$ cat config.mk
export PLATFORM = sky130hd
export DESIGN_NAME = imm_extend_pipe
export DESIGN_NICKNAME = d
export VERILOG_FILES = /design/src/rtl/cpu_imm_pkg.sv /design/src/rtl/imm_extend_core.sv /design/src/rtl/imm_extend_pipe.sv
export SDC_FILE = /design/constraint.sdc
export NUM_CORES = 1
export LEC_CHECK = 0
export ABC_CLOCK_PERIOD_IN_PS = 2140
export CAP_MARGIN = 5
export CELL_PAD_IN_SITES_DETAIL_PLACEMENT = 0
export CELL_PAD_IN_SITES_GLOBAL_PLACEMENT = 1
export CORE_MARGIN = 10
export CORE_UTILIZATION = 30
export DETAILED_ROUTE_END_ITERATION = 7
export PLACE_DENSITY_LB_ADDON = 0.1
export SYNTH_ARGS = -nofsm -noshare
export SYNTH_HDL_FRONTEND = slang
export SYNTH_SLANG_ARGS = --single-unit
$ cat constraint.sdc
create_clock -name clk -period 2.14 [get_ports clk]
set_clock_uncertainty 0.1 [all_clocks]
set_input_delay 0.428 -clock clk [delete_from_list [all_inputs] [get_ports clk]]
set_output_delay 0.428 -clock clk [all_outputs]
set_load 0.01 [all_outputs]
$ cat src/rtl/cpu_imm_pkg.sv
// cpu_imm_pkg: shared immediate-type encoding and field widths for the immediate extender
package cpu_imm_pkg;
    typedef enum logic [1:0] {
        IMM_DP   = 2'b00,
        IMM_MEM  = 2'b01,
        IMM_BR   = 2'b10,
        IMM_SX12 = 2'b11
    } imm_type_e;
    localparam int IMM8_W  = 8;
    localparam int ROT_W   = 4;
    localparam int IMM12_W = 12;
endpackage

$ cat src/rtl/imm_extend_core.sv
// imm_extend_core: combinational immediate extension (instr, imm_type -> data)
//   instr    : instruction immediate field
//   imm_type : extension mode
//   data     : extended operand
module imm_extend_core
    import cpu_imm_pkg::*;
#(
    parameter int INSTR_W  = 24,
    parameter int DATA_W   = 32,
    parameter int BR_SHIFT = 2
) (
    input  logic [INSTR_W-1:0] instr,
    input  imm_type_e          imm_type,
    output logic [DATA_W-1:0]  data
);
    logic [DATA_W-1:0] imm8_z;
    logic [DATA_W-1:0] dp;
    logic [DATA_W-1:0] mem;
    logic [DATA_W-1:0] br;
    logic [DATA_W-1:0] sx12;
    always_comb begin
        imm8_z = DATA_W'(instr[IMM8_W-1:0]);
        // rotate right: shift a doubled copy so wrapped bits fall into the low half
        dp     = DATA_W'({imm8_z, imm8_z} >> {instr[IMM8_W +: ROT_W], 1'b0});
        mem    = DATA_W'(instr[IMM12_W-1:0]);
        br     = DATA_W'($signed(instr)) << BR_SHIFT;
        sx12   = DATA_W'($signed(instr[IMM12_W-1:0]));
        data   = imm_type == IMM_DP  ? dp  :
                 imm_type == IMM_MEM ? mem :
                 imm_type == IMM_BR  ? br  : sx12;
    end
endmodule

$ cat src/rtl/imm_extend_pipe.sv
// imm_extend_pipe: two-stage valid/ready immediate extender for the decode stage
//   clk, rst_n          : clock, synchronous active-low reset
//   in_valid, in_ready  : input handshake for instr/imm_type
//   out_valid, out_ready: output handshake for out_data
module imm_extend_pipe
    import cpu_imm_pkg::*;
#(
    parameter int INSTR_W  = 24,
    parameter int DATA_W   = 32,
    parameter int BR_SHIFT = 2
) (
    input  logic               clk,
    input  logic               rst_n,
    input  logic               in_valid,
    output logic               in_ready,
    input  logic [INSTR_W-1:0] instr,
    input  imm_type_e          imm_type,
    output logic               out_valid,
    input  logic               out_ready,
    output logic [DATA_W-1:0]  out_data
);
    logic               s1_valid;
    logic [INSTR_W-1:0] s1_instr;
    imm_type_e          s1_type;
    logic               s2_valid;
    logic [DATA_W-1:0]  s2_data;
    logic [DATA_W-1:0]  ext_data;
    logic               s1_adv;
    logic               s2_adv;

    imm_extend_core #(
        .INSTR_W (INSTR_W),
        .DATA_W  (DATA_W),
        .BR_SHIFT(BR_SHIFT)
    ) u_core (
        .instr   (s1_instr),
        .imm_type(s1_type),
        .data    (ext_data)
    );

    always_comb begin
        s2_adv   = !s2_valid || out_ready;
        s1_adv   = !s1_valid || s2_adv;
        in_ready = s1_adv;
    end

    always_ff @(posedge clk) begin
        if (!rst_n) begin
            s1_valid <= 1'b0;
            s1_instr <= '0;
            s1_type  <= IMM_DP;
            s2_valid <= 1'b0;
            s2_data  <= '0;
        end else begin
            if (s2_adv) begin
                s2_valid <= s1_valid;
                if (s1_valid) s2_data <= ext_data;
            end
            if (s1_adv) begin
                s1_valid <= in_valid;
                if (in_valid) begin
                    s1_instr <= instr;
                    s1_type  <= imm_type;
                end
            end
        end
    end

    assign out_valid = s2_valid;
    assign out_data  = s2_data;
endmodule

==> impl_metrics.csv <==
group,metric,value,unit
logic_synthesis,synthSimpleGateAreaFrac,23.1,%
logic_synthesis,synth_compound_area_share,26.4,%
cells_and_area,design_area,0.00404,mm2
floorplanning,die_x,120,um
job,drv_cap,0,
logic_synthesis,synth_top_area_share,39.7,%
critical_path,cp-end-kind,"flip-flop",
logic_synthesis,synthXorXnorAreaFrac,0,%
critical_path,cp_data_arrival_time,2.08,ns
sta,relSlewSlack,57.1,%
cells_and_area,utilization,41.1,%
critical_path,cp.required,2.27,ns
grt,grt_pass1_vias,2901,
logic_synthesis,synth.distinct_cells,47,
logic_synthesis,synth_seq_cells,60,
logic_synthesis,ys_top_cells_by_count,"nand2_1 (75), dfxtp_1 (60), a21boi_0 (27)",
route,drc,0,
clock_network,insertion_delay,0.34,ns
clock_network,cts_sinks,60,
logic_synthesis,synth_flop_cell,"dfxtp_1",
sta,rsz0062_at_grt,"false",
cells_and_area,final_cells,554,
route,drtIter0Drc,126,
route,wl,9670,um
power,p_total,0.00267,W
sta,hold_viol_final,0,
critical_path,setup.worst_path.start_class,"flip-flop",
power,p_leak,1.45,nW
route,firstDrtPassIters,4,
place,gp_congestion,0.817,
logic_synthesis,synth_area,0.00303,mm2
logic_synthesis,synth_top_family_by_area,"compound AO/OA/AOI/OAI gates",
clock_network,cts_tree,"built",
sta,drv_slew,0,
logic_synthesis,avgSynthCellArea,8.59,um2
logic_synthesis,yosysWarningCount,0,
logic_synthesis,ys_top_cells_by_area,"dfxtp_1 (40%), nand2_1 (9.3%), a21boi_0 (6.7%)",
route,num_vias,2810,
grt,grt_max_degree,61,
sta,worstMarginPinSlew,0.643,ns
grt,grt_pass1_wl,15200,um
route,ant_nets,0,
critical_path,path_cells,"mux2_2 -> a2bb2oi_2 -> nor2_1 -> o311a_1",
floorplanning,ios,64,
floorplanning,dieArea,0.0145,mm2
sta,timing.final.crit_period,1.95,ns
floorplanning,row_count,36,
grt,grt.total_usage,13.1,%
logic_synthesis,postSynthCellCount,352,
cells_and_area,seq_area,0.00120,mm2
critical_path,crit_path_max_fanout,17,
hold_path,hp-class,"reg2reg",
sta,hold_ws,0.367,ns
clock_network,path_clk_slew,0.07,ns
place,placed_area,0.00386,mm2
clock_network,htree_levels,3,
critical_path,critPathMaxStageDelay,0.73,ns
place,io_buffers,63,
cells_and_area,antenna_cells,0,
grt,gr-total-overflow,0,
cells_and_area,multi_input_area,0.00164,mm2
critical_path,critical_path_class,"reg2reg",
cells_and_area,fillers,1050,
floorplanning,die_h,120,um
logic_synthesis,yosys.area.top_type,"dfxtp_1",
floorplanning,coreArea,0.00982,mm2
route,vias_per_cell,5.07,
cells_and_area,drive_above_1_share,15.0,%
logic_synthesis,ys_seq_area_share,39.7,%
logic_synthesis,synthMuxAreaShare,4.63,%
clock_network,post-cts-setup-buffers,0,
clock_network,cts_buffers,9,
place,placed_cells_incl_taps,540,
outcome,status,"finished clean",
critical_path,cp_slowest_cell,"dfxtp_1",
sta,fin_crit_sh,91.0,%
floorplanning,start_util,30.8,%
logic_synthesis,syn_nets,382,
place,dpl.hpwl,6990,um
power,peakVddDrop,0.251,mV
cells_and_area,areaGrowthSynthToFinish,33.5,%
route,post_drt_wl_per_cell,17.5,um
logic_synthesis,async_flop_share,0,%
clock_network,clock_path_buffers,2,
logic_synthesis,synth_edf_count,0,
logic_synthesis,synth_adder_area_share,0,%
clock_network,cts_root_buf,"clkbuf_8",
power,power_density,660,mW/mm2
cells_and_area,layout.nets,448,
logic_synthesis,yosysMostFrequentCell,"nand2_1",
grt,antenna_found_initial,0,
sta,setup_violations,0,
sta,fmaxAchievable,513,MHz
[area by class of cell]
| cell class | count | share of cell area [%] |
|---|---|---|
| sequential | 60 | 29.7 |
| clock buffer | 12 | 4.09 |
| multi-input combinational | 259 | 40.6 |
| tap | 133 | 4.12 |
| clock inverter | 2 | 0.248 |
| timing repair buffer | 85 | 20.9 |
| inverter | 3 | 0.279 |
[cells in the final DEF (no fill, tap or decap), drive strengths merged, types with 2 or more instances in the layout]
| cell type | netlist | layout |
|---|---|---|
| a211oi | 4 | 4 |
| a21boi | 27 | 27 |
| a21oi | 6 | 6 |
| a221oi | 8 | 8 |
| a22o | 4 | 4 |
| a22oi | 4 | 4 |
| a31oi | 15 | 15 |
| a41oi | 6 | 6 |
| and3 | 3 | 3 |
| and4b | 4 | 4 |
| buf | 18 | 22 |
| clkbuf | 12 | 12 |
| clkdlybuf4s50 | 0 | 62 |
| clkinv | 0 | 2 |
| dfxtp | 60 | 60 |
| inv | 3 | 3 |
| mux2 | 9 | 9 |
| mux2i | 2 | 2 |
| nand2 | 75 | 75 |
| nand2b | 6 | 6 |
| nand3 | 13 | 13 |
| nand4 | 2 | 2 |
| nor2 | 14 | 14 |
| nor2b | 8 | 8 |
| nor3 | 2 | 2 |
| nor4 | 2 | 2 |
| nor4bb | 3 | 3 |
| o21ai | 26 | 26 |
| o221a | 5 | 5 |
| or2 | 2 | 2 |
[critical path, delay by kind of cell, from the launching register on]
family           cells  cell delay [ns]
AND/OR/NAND/NOR      1             0.06
flip-flops           1             0.73
AO/OA/AOI/OAI        2             0.50
multiplexers         1             0.45
[cell families after synthesis]
family | count (synthesis)
flops | 60
buf+inv | 33
compound gates | 110
mux | 11
simple gates | 138
[per-layer routing]
metal / vias up / wire length, um / GRT usage (%)
li1: 1404 / - / -
met1: 1335 / 4630 / 16.1
met2: 56 / 4360 / 20.9
met3: 15 / 498 / 3.72
met4: 0 / 181 / 5.73
met5: - / 0 / 0
[registers in the layout, summed over array words and instances, names as in the netlist]
name,cells
s1_valid,1
out_data,32
s1_type,2
out_valid,1
s1_instr,24
[where the power goes]
part / total (W) / switching (W) / internal, W
logic: 0.000477 / 0.000229 / 0.000248
registers: 0.00126 / 0.0000709 / 0.00119
clock network: 0.000933 / 0.000435 / 0.000498
[metrics by stage]
step | setup slack, ns | TNS (ns)
6_report | 0.192 | 0
5_1_grt | 0.118 | 0
4_1_cts | 0.159 | 0
3_5_place_dp | -0.204 | -1.63
3_3_place_gp | -0.123 | -1.04
2_1_floorplan | 0.604 | 0
[worst paths after layout]
check	start	to	slack, ns	cells past startpoint
worst max-delay path	s1_instr[8]	out_data[13]	0.19	4
worst max register to register	s1_instr[8]	out_data[13]	0.19	4
worst min-delay path	s1_instr[15]	s1_instr[15]	0.37	2
worst min register to register	s1_instr[15]	s1_instr[15]	0.37	2
[what timing repair did]
action / CTS / global route
gates resized for setup: 1 / 1
setup endpoints to repair: 1 / 1
hold buffers: 0 / 0
No activity file was read; power rests on OpenSTA's default activity.
